[src/rtl/grant_pkg.sv]
// Shared types and helpers for the grant/ownership stage that sits behind the
// 4-way fixed-priority arbiter.
package grant_pkg;

  typedef enum logic [1:0] {IDLE, OWN, TURN} gh_state_t;

  localparam int N_REQ_DEF = 4;

  function automatic logic [1:0] onehot_to_idx(input logic [N_REQ_DEF-1:0] v);
    logic [1:0] r;
    r = 2'd0;
    for (int i = 0; i < N_REQ_DEF; i++)
      if (v[i]) r = 2'(i);
    return r;
  endfunction

  function automatic logic [N_REQ_DEF-1:0] keep_msb(input logic [N_REQ_DEF-1:0] v);
    logic [N_REQ_DEF-1:0] r;
    r = '0;
    for (int i = 0; i < N_REQ_DEF; i++)
      if (v[i]) r = N_REQ_DEF'(1) << i;
    return r;
  endfunction

endpackage

[src/rtl/grant_hold_ctrl.sv]
// Bus-ownership lock behind the fixed-priority arbiter: latch the winner, hold
// until release, insert a turnaround gap. Optional owner timeout: GRANT_TIMEOUT_EN.
//
// state | meaning
// IDLE  | arbiter enabled, waiting for a grant
// OWN   | owner latched, waiting for done / dropped req (or timeout)
// TURN  | turnaround gap after release, arbiter disabled
module grant_hold_ctrl
  import grant_pkg::*;
#(
  parameter int N_REQ    = N_REQ_DEF,
  parameter int MAX_HOLD = 16,
  parameter int GAP      = 1
) (
  input  logic             clk,
  input  logic             rst_n,
  input  logic             en,
  input  logic [N_REQ-1:0] req,
  input  logic [N_REQ-1:0] arb_gnt,
  input  logic [N_REQ-1:0] done,
  output logic             arb_en,
  output logic [N_REQ-1:0] owner,
  output logic             owner_vld,
  output logic [1:0]       owner_id,
  output logic             timeout
);

  if (N_REQ != N_REQ_DEF || MAX_HOLD < 1 || MAX_HOLD > 255 || GAP < 0 || GAP > 15) begin : g_bad_param
    $error("grant_hold_ctrl: parameter out of range");
  end

  gh_state_t  state;
  logic [3:0] gap_cnt;
  logic       release_now;
`ifdef GRANT_TIMEOUT_EN
  logic [7:0] hold_cnt;
`endif

  assign arb_en      = en && (state == IDLE);
  assign release_now = done[owner_id] || !req[owner_id];

  always_ff @(posedge clk or negedge rst_n) begin
    if (!rst_n) begin
      state     <= IDLE;
      owner     <= '0;
      owner_vld <= 1'b0;
      owner_id  <= 2'd0;
      timeout   <= 1'b0;
      gap_cnt   <= 4'd0;
`ifdef GRANT_TIMEOUT_EN
      hold_cnt  <= 8'd0;
`endif
    end else begin
      timeout <= 1'b0;
      if (!en) begin
        state     <= IDLE;
        owner     <= '0;
        owner_vld <= 1'b0;
        owner_id  <= 2'd0;
        gap_cnt   <= 4'd0;
      end else begin
        case (state)
          IDLE: begin
            if (|arb_gnt) begin
              owner     <= keep_msb(arb_gnt);
              owner_id  <= onehot_to_idx(arb_gnt);
              owner_vld <= 1'b1;
              state     <= OWN;
`ifdef GRANT_TIMEOUT_EN
              hold_cnt  <= 8'd0;
`endif
            end
          end
          OWN: begin
`ifdef GRANT_TIMEOUT_EN
            if (hold_cnt != 8'hff) hold_cnt <= hold_cnt + 8'd1;
`endif
            // Release takes priority over a coincident timeout.
            if (release_now) begin
              owner     <= '0;
              owner_vld <= 1'b0;
              owner_id  <= 2'd0;
              gap_cnt   <= 4'd0;
              state     <= (GAP > 0) ? TURN : IDLE;
            end
`ifdef GRANT_TIMEOUT_EN
            else if (hold_cnt == 8'(MAX_HOLD - 1)) begin
              timeout   <= 1'b1;
              owner     <= '0;
              owner_vld <= 1'b0;
              owner_id  <= 2'd0;
              gap_cnt   <= 4'd0;
              state     <= (GAP > 0) ? TURN : IDLE;
            end
`endif
          end
          TURN: begin
            if (gap_cnt == 4'(GAP - 1)) begin
              gap_cnt <= 4'd0;
              state   <= IDLE;
            end else begin
              gap_cnt <= gap_cnt + 4'd1;
            end
          end
          default: state <= IDLE;
        endcase
      end
    end
  end

endmodule
[config.mk]
export PLATFORM = sky130hd
export DESIGN_NAME = grant_hold_ctrl
export DESIGN_NICKNAME = d
export VERILOG_FILES = /design/src/rtl/grant_pkg.sv /design/src/rtl/grant_hold_ctrl.sv
export SDC_FILE = /design/constraint.sdc
export NUM_CORES = 1
export LEC_CHECK = 0
export ABC_CLOCK_PERIOD_IN_PS = 1930
export CAP_MARGIN = 20
export CORE_MARGIN = 2
export CORE_UTILIZATION = 45
export DETAILED_ROUTE_END_ITERATION = 6
export PLACE_DENSITY = 0.87
export SETUP_SLACK_MARGIN = 0.4
export SLEW_MARGIN = 10
export SYNTH_ARGS = -nofsm -noshare
export SYNTH_HDL_FRONTEND = slang
export SYNTH_SLANG_ARGS = --single-unit
export TNS_END_PERCENT = 100
[constraint.sdc]
create_clock -name clk -period 1.93 [get_ports clk]
set_input_delay 0.386 -clock clk [delete_from_list [all_inputs] [get_ports clk]]
set_output_delay 0.386 -clock clk [all_outputs]
set_load 0.05 [all_outputs]
[After elaboration in Yosys (flattened, before gate mapping)]
Cells that the tools add are included.
Storage, ports and cells
  register bits: 13
  input bits: 15
  output and inout bits: 9
  logic and storage cells: 54
Cells by class
  add/subtract/negate cells: 1
  magnitude comparators: 1
  equal/unequal tests: 7
  multiplexer cells: 31
  reduce and logical (&&, ||, !) cells: 9
Operators by type and width (number)
  4-bit two-way mux: 8
  2-bit two-way mux: 9
  4-bit case mux with 2 select lines: 2
  1-bit two-way mux: 7
  3-bit by 1-bit inequality test with 1-bit output (second input constant): 2
  3-bit inequality test (second input constant): 2
  2-bit case mux with 3 select lines: 1
  3-bit AND reduction: 2
  4-bit by 1-bit adder with 4-bit output (second input constant): 1
  1-bit binary-select mux with 2-bit select: 2
  4-bit logical NOT: 1
  2-bit case mux with 2 select lines: 1
  4-bit OR reduction: 1
  2-bit by 3-bit less-than comparator with 1-bit output (second input constant): 1
  3-bit by 2-bit inequality test with 1-bit output (second input constant): 1
  2-bit by 1-bit equality test with 1-bit output (second input constant): 1
  2-bit equality test (second input constant): 1
  2-bit logical NOT: 1
  1-bit case mux with 2 select lines: 1
  2-bit AND reduction: 1
  1-bit logical AND: 1
  1-bit logical NOT: 1
  1-bit logical OR: 1

[Longest topological paths before layout]
  word-level depth: 7
  mapped depth: 6
  depth with buffers taken out: 6

[Worst setup path before layout]
No wires, ideal clock.
  kind: reg2reg
  start point: register state[1]
  end point: register owner_id[0]
  library setup time: 0.078 ns
  arrival time: 1.761 ns
  data required time: 1.852 ns
  path slack: 0.091 ns
  stages on the path, launching flop included: 6
  path buffers: 1
  period minus slack after synthesis: 1.839 ns
  cell sequence: dfrtp_1 clkbuf_1 nand2b_1 nor2_1 o21ai_0 a21boi_1
On the way
  cells in the longest elaborated chain, start to end: 3
  elaborated cells on any way between the ends: 8
  those cells by class: eq/ne (4); mux (2); reduce/logical (2)
RTL lines
  from (decl): line grant_hold_ctrl.sv:32  | gh_state_t state;
  from (signal assigned): line grant_hold_ctrl.sv:84  | state <= (GAP > 0) ? TURN : IDLE;
  2-bit by 1-bit equality test with 1-bit output / 2-bit logical NOT (equally long branches): line grant_hold_ctrl.sv:62  | case (state)
  3-bit by 1-bit inequality test with 1-bit output (no source line), or another cell as far along
  3-bit AND reduction (no source line) / 2-bit two-way mux (equally long branches)
  to (signal assigned): line grant_hold_ctrl.sv:66  | owner_id <= onehot_to_idx(arb_gnt);
  to (decl): line grant_hold_ctrl.sv:24  | output logic [1:0] owner_id,
Several ways; a longest one is shown, not always the timed one.
A chain may end at the register's enable or synchronous reset.

[Final worst setup path]
  start point: register owner_id[1]
  end point: register gap_cnt[1]
On the way
  cells in the longest elaborated chain, start to end: 6
  elaborated cells on any way between the ends: 8
  those cells by class: eq/ne (1); mux (4); reduce/logical (3)
RTL lines
  1-bit binary-select mux with 2-bit select: line grant_hold_ctrl.sv:40  | assign release_now = done[owner_id] || !req[owner_id];
  1-bit two-way mux (not written as such): line grant_hold_ctrl.sv:40
  1-bit logical NOT: line grant_hold_ctrl.sv:40
  1-bit logical OR *: line grant_hold_ctrl.sv:40
  3-bit inequality test (no source line) *
  2-bit AND reduction (no source line) *
  to (signal assigned): line grant_hold_ctrl.sv:102  | gap_cnt <= gap_cnt + 4'd1;
  to (decl): line grant_hold_ctrl.sv:33  | logic [3:0] gap_cnt;
Mark *: on every way between the ends. The rest lies on a longest branch, timed or not. The select of a mux whose other input is x is not followed.

==> results.toml <==
[outcome]
status = "finished clean"

[power_and_ir_drop]
switching_share_pct = 34.6
power_frac_comb_pct = 32.9
internal-power_mw = 0.475
power.density_mw_per_mm2 = 633
power_mw = 0.727
p_sw_mw = 0.251
pwr-share-seq_pct = 42.2
total_leakage_power_nw = 0.532
clockPowerShare_pct = 24.9
irDropWorstVdd_mv = 0.364

[logic_synthesis]
async_reset_ff_share_pct = 100
ys_ff_latch = 13
synth.area.top_cells = "dfrtp_1 (42%), a21boi_1 (5.8%), o21ai_0 (5.1%), a41o_1 (3.8%), nand2_1 (3.8%)"
avgSynthCellArea_um2 = 9.65
netlist_area_um2 = 782
yosys.area.top_type_share_pct = 41.6
ys.flop_type = "dfrtp_1"
yosys_warnings = 0
syn-num-nets = 98
synth_edf_count = 0
yosys.area.top_type = "dfrtp_1"
synth-seq-area-share_pct = 41.6
synth_cells = 81
synth_cell_types = 34

[timing]
slew_violations = 0
fin_ws_ps = 279
max_slew_margin_pct = 59.6
worstMarginPinSlew_ps = 604
period_share_pct = 85.5
holdWs_ps = 466
rsz0062_at_grt = "yes"
finalSetupViolCount = 0
period_minus_slack_ps = 1650
fmax_mhz = 606
skew_ps = 9.32
hold_viol_final = 0

[placement]
hpwl_um = 1440
globalplace.congestion = 0.778
postPlaceCellArea_mm2 = 0.00105
dp_slack_ps = -154
port_buffers = 22

[worst_setup_path]
end_kind = "register"
ff2ff_path_depth = 4
setup.reg_to_reg.worst_slack_ps = 280
cpPeakStageDelay_ps = 570
arrival_ps = 1860
rr_startpoint = "owner_id[1]$_DFFE_PN0P_"
r2r-end = "gap_cnt[1]$_DFFE_PN0P_"
crit_type = "register to register"
cp_slowest_cell = "or4bb_4"
crit_fanout = 5
crit_cells = 4
required_ps = 2130
worst_setup_path_start_kind = "register"
crit_chain = "or4bb_4 -> and4_4 -> and2_4 -> o32ai_2"
cp.buffers_inverters = 0
critPathTopFamily = "simple AND/OR/NAND/NOR gates"

[floorplan]
coreArea_mm2 = 0.00167
initial_core_util_pct = 46.8
num_io_pins = 24
die_w_um = 45.7
dieArea_mm2 = 0.00209
fp.dieH_um = 45.7
num_rows = 15

[finish]
multi_input_area_um2 = 457
syn2layout_area_growth_pct = 46.7
drive_above_1_share_pct = 32.2
n_antenna_cell = 0
fill_cells = 107
regArea_um2 = 330
final_area_mm2 = 0.00115
final_nets = 133
utilization_pct = 68.7

[detailed_routing]
wl_um = 2200
drc = 0
vias = 782
drt-vias-per-instance = 5.92
drtIter0Drc = 28
post_drt_wl_per_cell_um = 16.7
drt_pass1_iterations = 4
antenna_left = 0

[flow_run]
cap_violations = 0

[cts]
clock_sinks = 13
clk_latency_ps = 290
clockBufferDepth = 2
clk_pin_slew_ps = 90
cts_tree = "yes"
cts_inserted_buffers = 3
htree_levels = 1
cts_root_buffer = "clkbuf_4"

[global_route]
grt_pass1_wl_um = 3240
grt_max_degree = 14
grtUsageTotal_pct = 22.1
grt_pass1_vias = 754
overflow = 0
antenna_found_initial = 0

[hold_path]
worstHoldPathType = "primary input to async pin"
[cells in the mapped netlist, drive strengths merged (2+ instances only)]
cell type and number:
nand3 2, inv 5, nor2 6, dfrtp 13, o21ai 8, a21boi 6, clkbuf 3, a41o 3
nand2 8, nor2b 2, ha 2
[state kept, by name (all words and copies together), names as in the netlist]
name and count:
gap_cnt 4, owner 4, owner_id 2, state 2
owner_vld 1
[cells by family after synthesis]
logic type / after synthesis / share of synthesized area (%)
other cells: 1 / 0.480
fa+ha+maj: 2 / 3.20
flops: 13 / 41.6
mux: 1 / 1.28
simple gates: 30 / 22.9
xor+xnor: 1 / 1.12
buf+inv: 9 / 4.80
compound gates: 24 / 24.6
[per-stage QoR]
step | cells | setup TNS [ps]
after global routing | 132 | 0
final | 132 | 0
after detailed placement | 121 | -902
after global placement | 121 | -555
after CTS | 132 | 0
after floorplan | 81 | 0
[worst reg2reg max path: stages (launching register included)]
cell and delay, ps:
dfrtp_2 440, or4bb_4 570, and4_4 220, and2_4 160, o32ai_2 190
[per-layer routing]
layer	wire (um)	vias up	global-route usage, %	part of all wire [%]
met5	0	-	0	0
met4	62	0	10.6	2.8
met3	85	7	3.17	3.9
met2	1120	25	38.9	51
met1	931	383	26.1	42
li1	-	367	-	-
[power groups by stage]
stage	combinational (mW)	clock (mW)	sequential [mW]
finish	0.239	0.181	0.306
global route	0.253	0.197	0.308
CTS	0.236	0.183	0.305
detailed placement	0.207	0	0.314
global placement	0.202	0	0.313
floorplan	0.0930	0	0.337
[worst max path at each step]
stage	start	end	slack, ps
floorplan	owner_id[0]$_DFFE_PN0P_	gap_cnt[1]$_DFFE_PN0P_	240
global placement	req[1]	owner_id[0]$_DFFE_PN0P_	-90
detailed placement	req[1]	owner[0]$_DFFE_PN0P_	-150
CTS	owner_id[1]$_DFFE_PN0P_	gap_cnt[1]$_DFFE_PN0P_	250
global route	owner_id[1]$_DFFE_PN0P_	gap_cnt[0]$_DFFE_PN0P_	230
finish	owner_id[1]$_DFFE_PN0P_	gap_cnt[1]$_DFFE_PN0P_	280
[layout make-up]
type | instances | share of cell area [%]
Multi-Input combinational cell | 59 | 39.8
Tap cell | 17 | 1.85
Sequential cell | 13 | 28.8
Inverter | 5 | 1.64
Clock buffer | 4 | 2.29
Timing Repair Buffer | 34 | 25.6
[cell usage in the layout, fill, tap and decap left out, drive strengths merged, types with 2 or more instances in the layout]
cell / netlist / final
buf: 1 / 14
dfrtp: 13 / 13
clkdlybuf4s50: 0 / 9
nand2: 8 / 8
o21ai: 8 / 8
clkbuf: 3 / 8
a21boi: 6 / 6
nor2: 6 / 6
inv: 5 / 5
dlygate4sd2: 0 / 5
a41o: 3 / 3
nor2b: 2 / 2
nand3: 2 / 2
ha: 2 / 2
clkdlybuf4s15: 0 / 2
[timing repair]
| item | in CTS | in global routing |
|---|---|---|
| resized for setup | 26 | 7 |
| setup buffers | 7 | 0 |
| pin swaps | 14 | 9 |
| hold endpoints to repair | 0 | 0 |
| endpoints found under the setup margin | 20 | 18 |
| hold buffers | 0 | 0 |
Power figures use the tool's default switching activity.
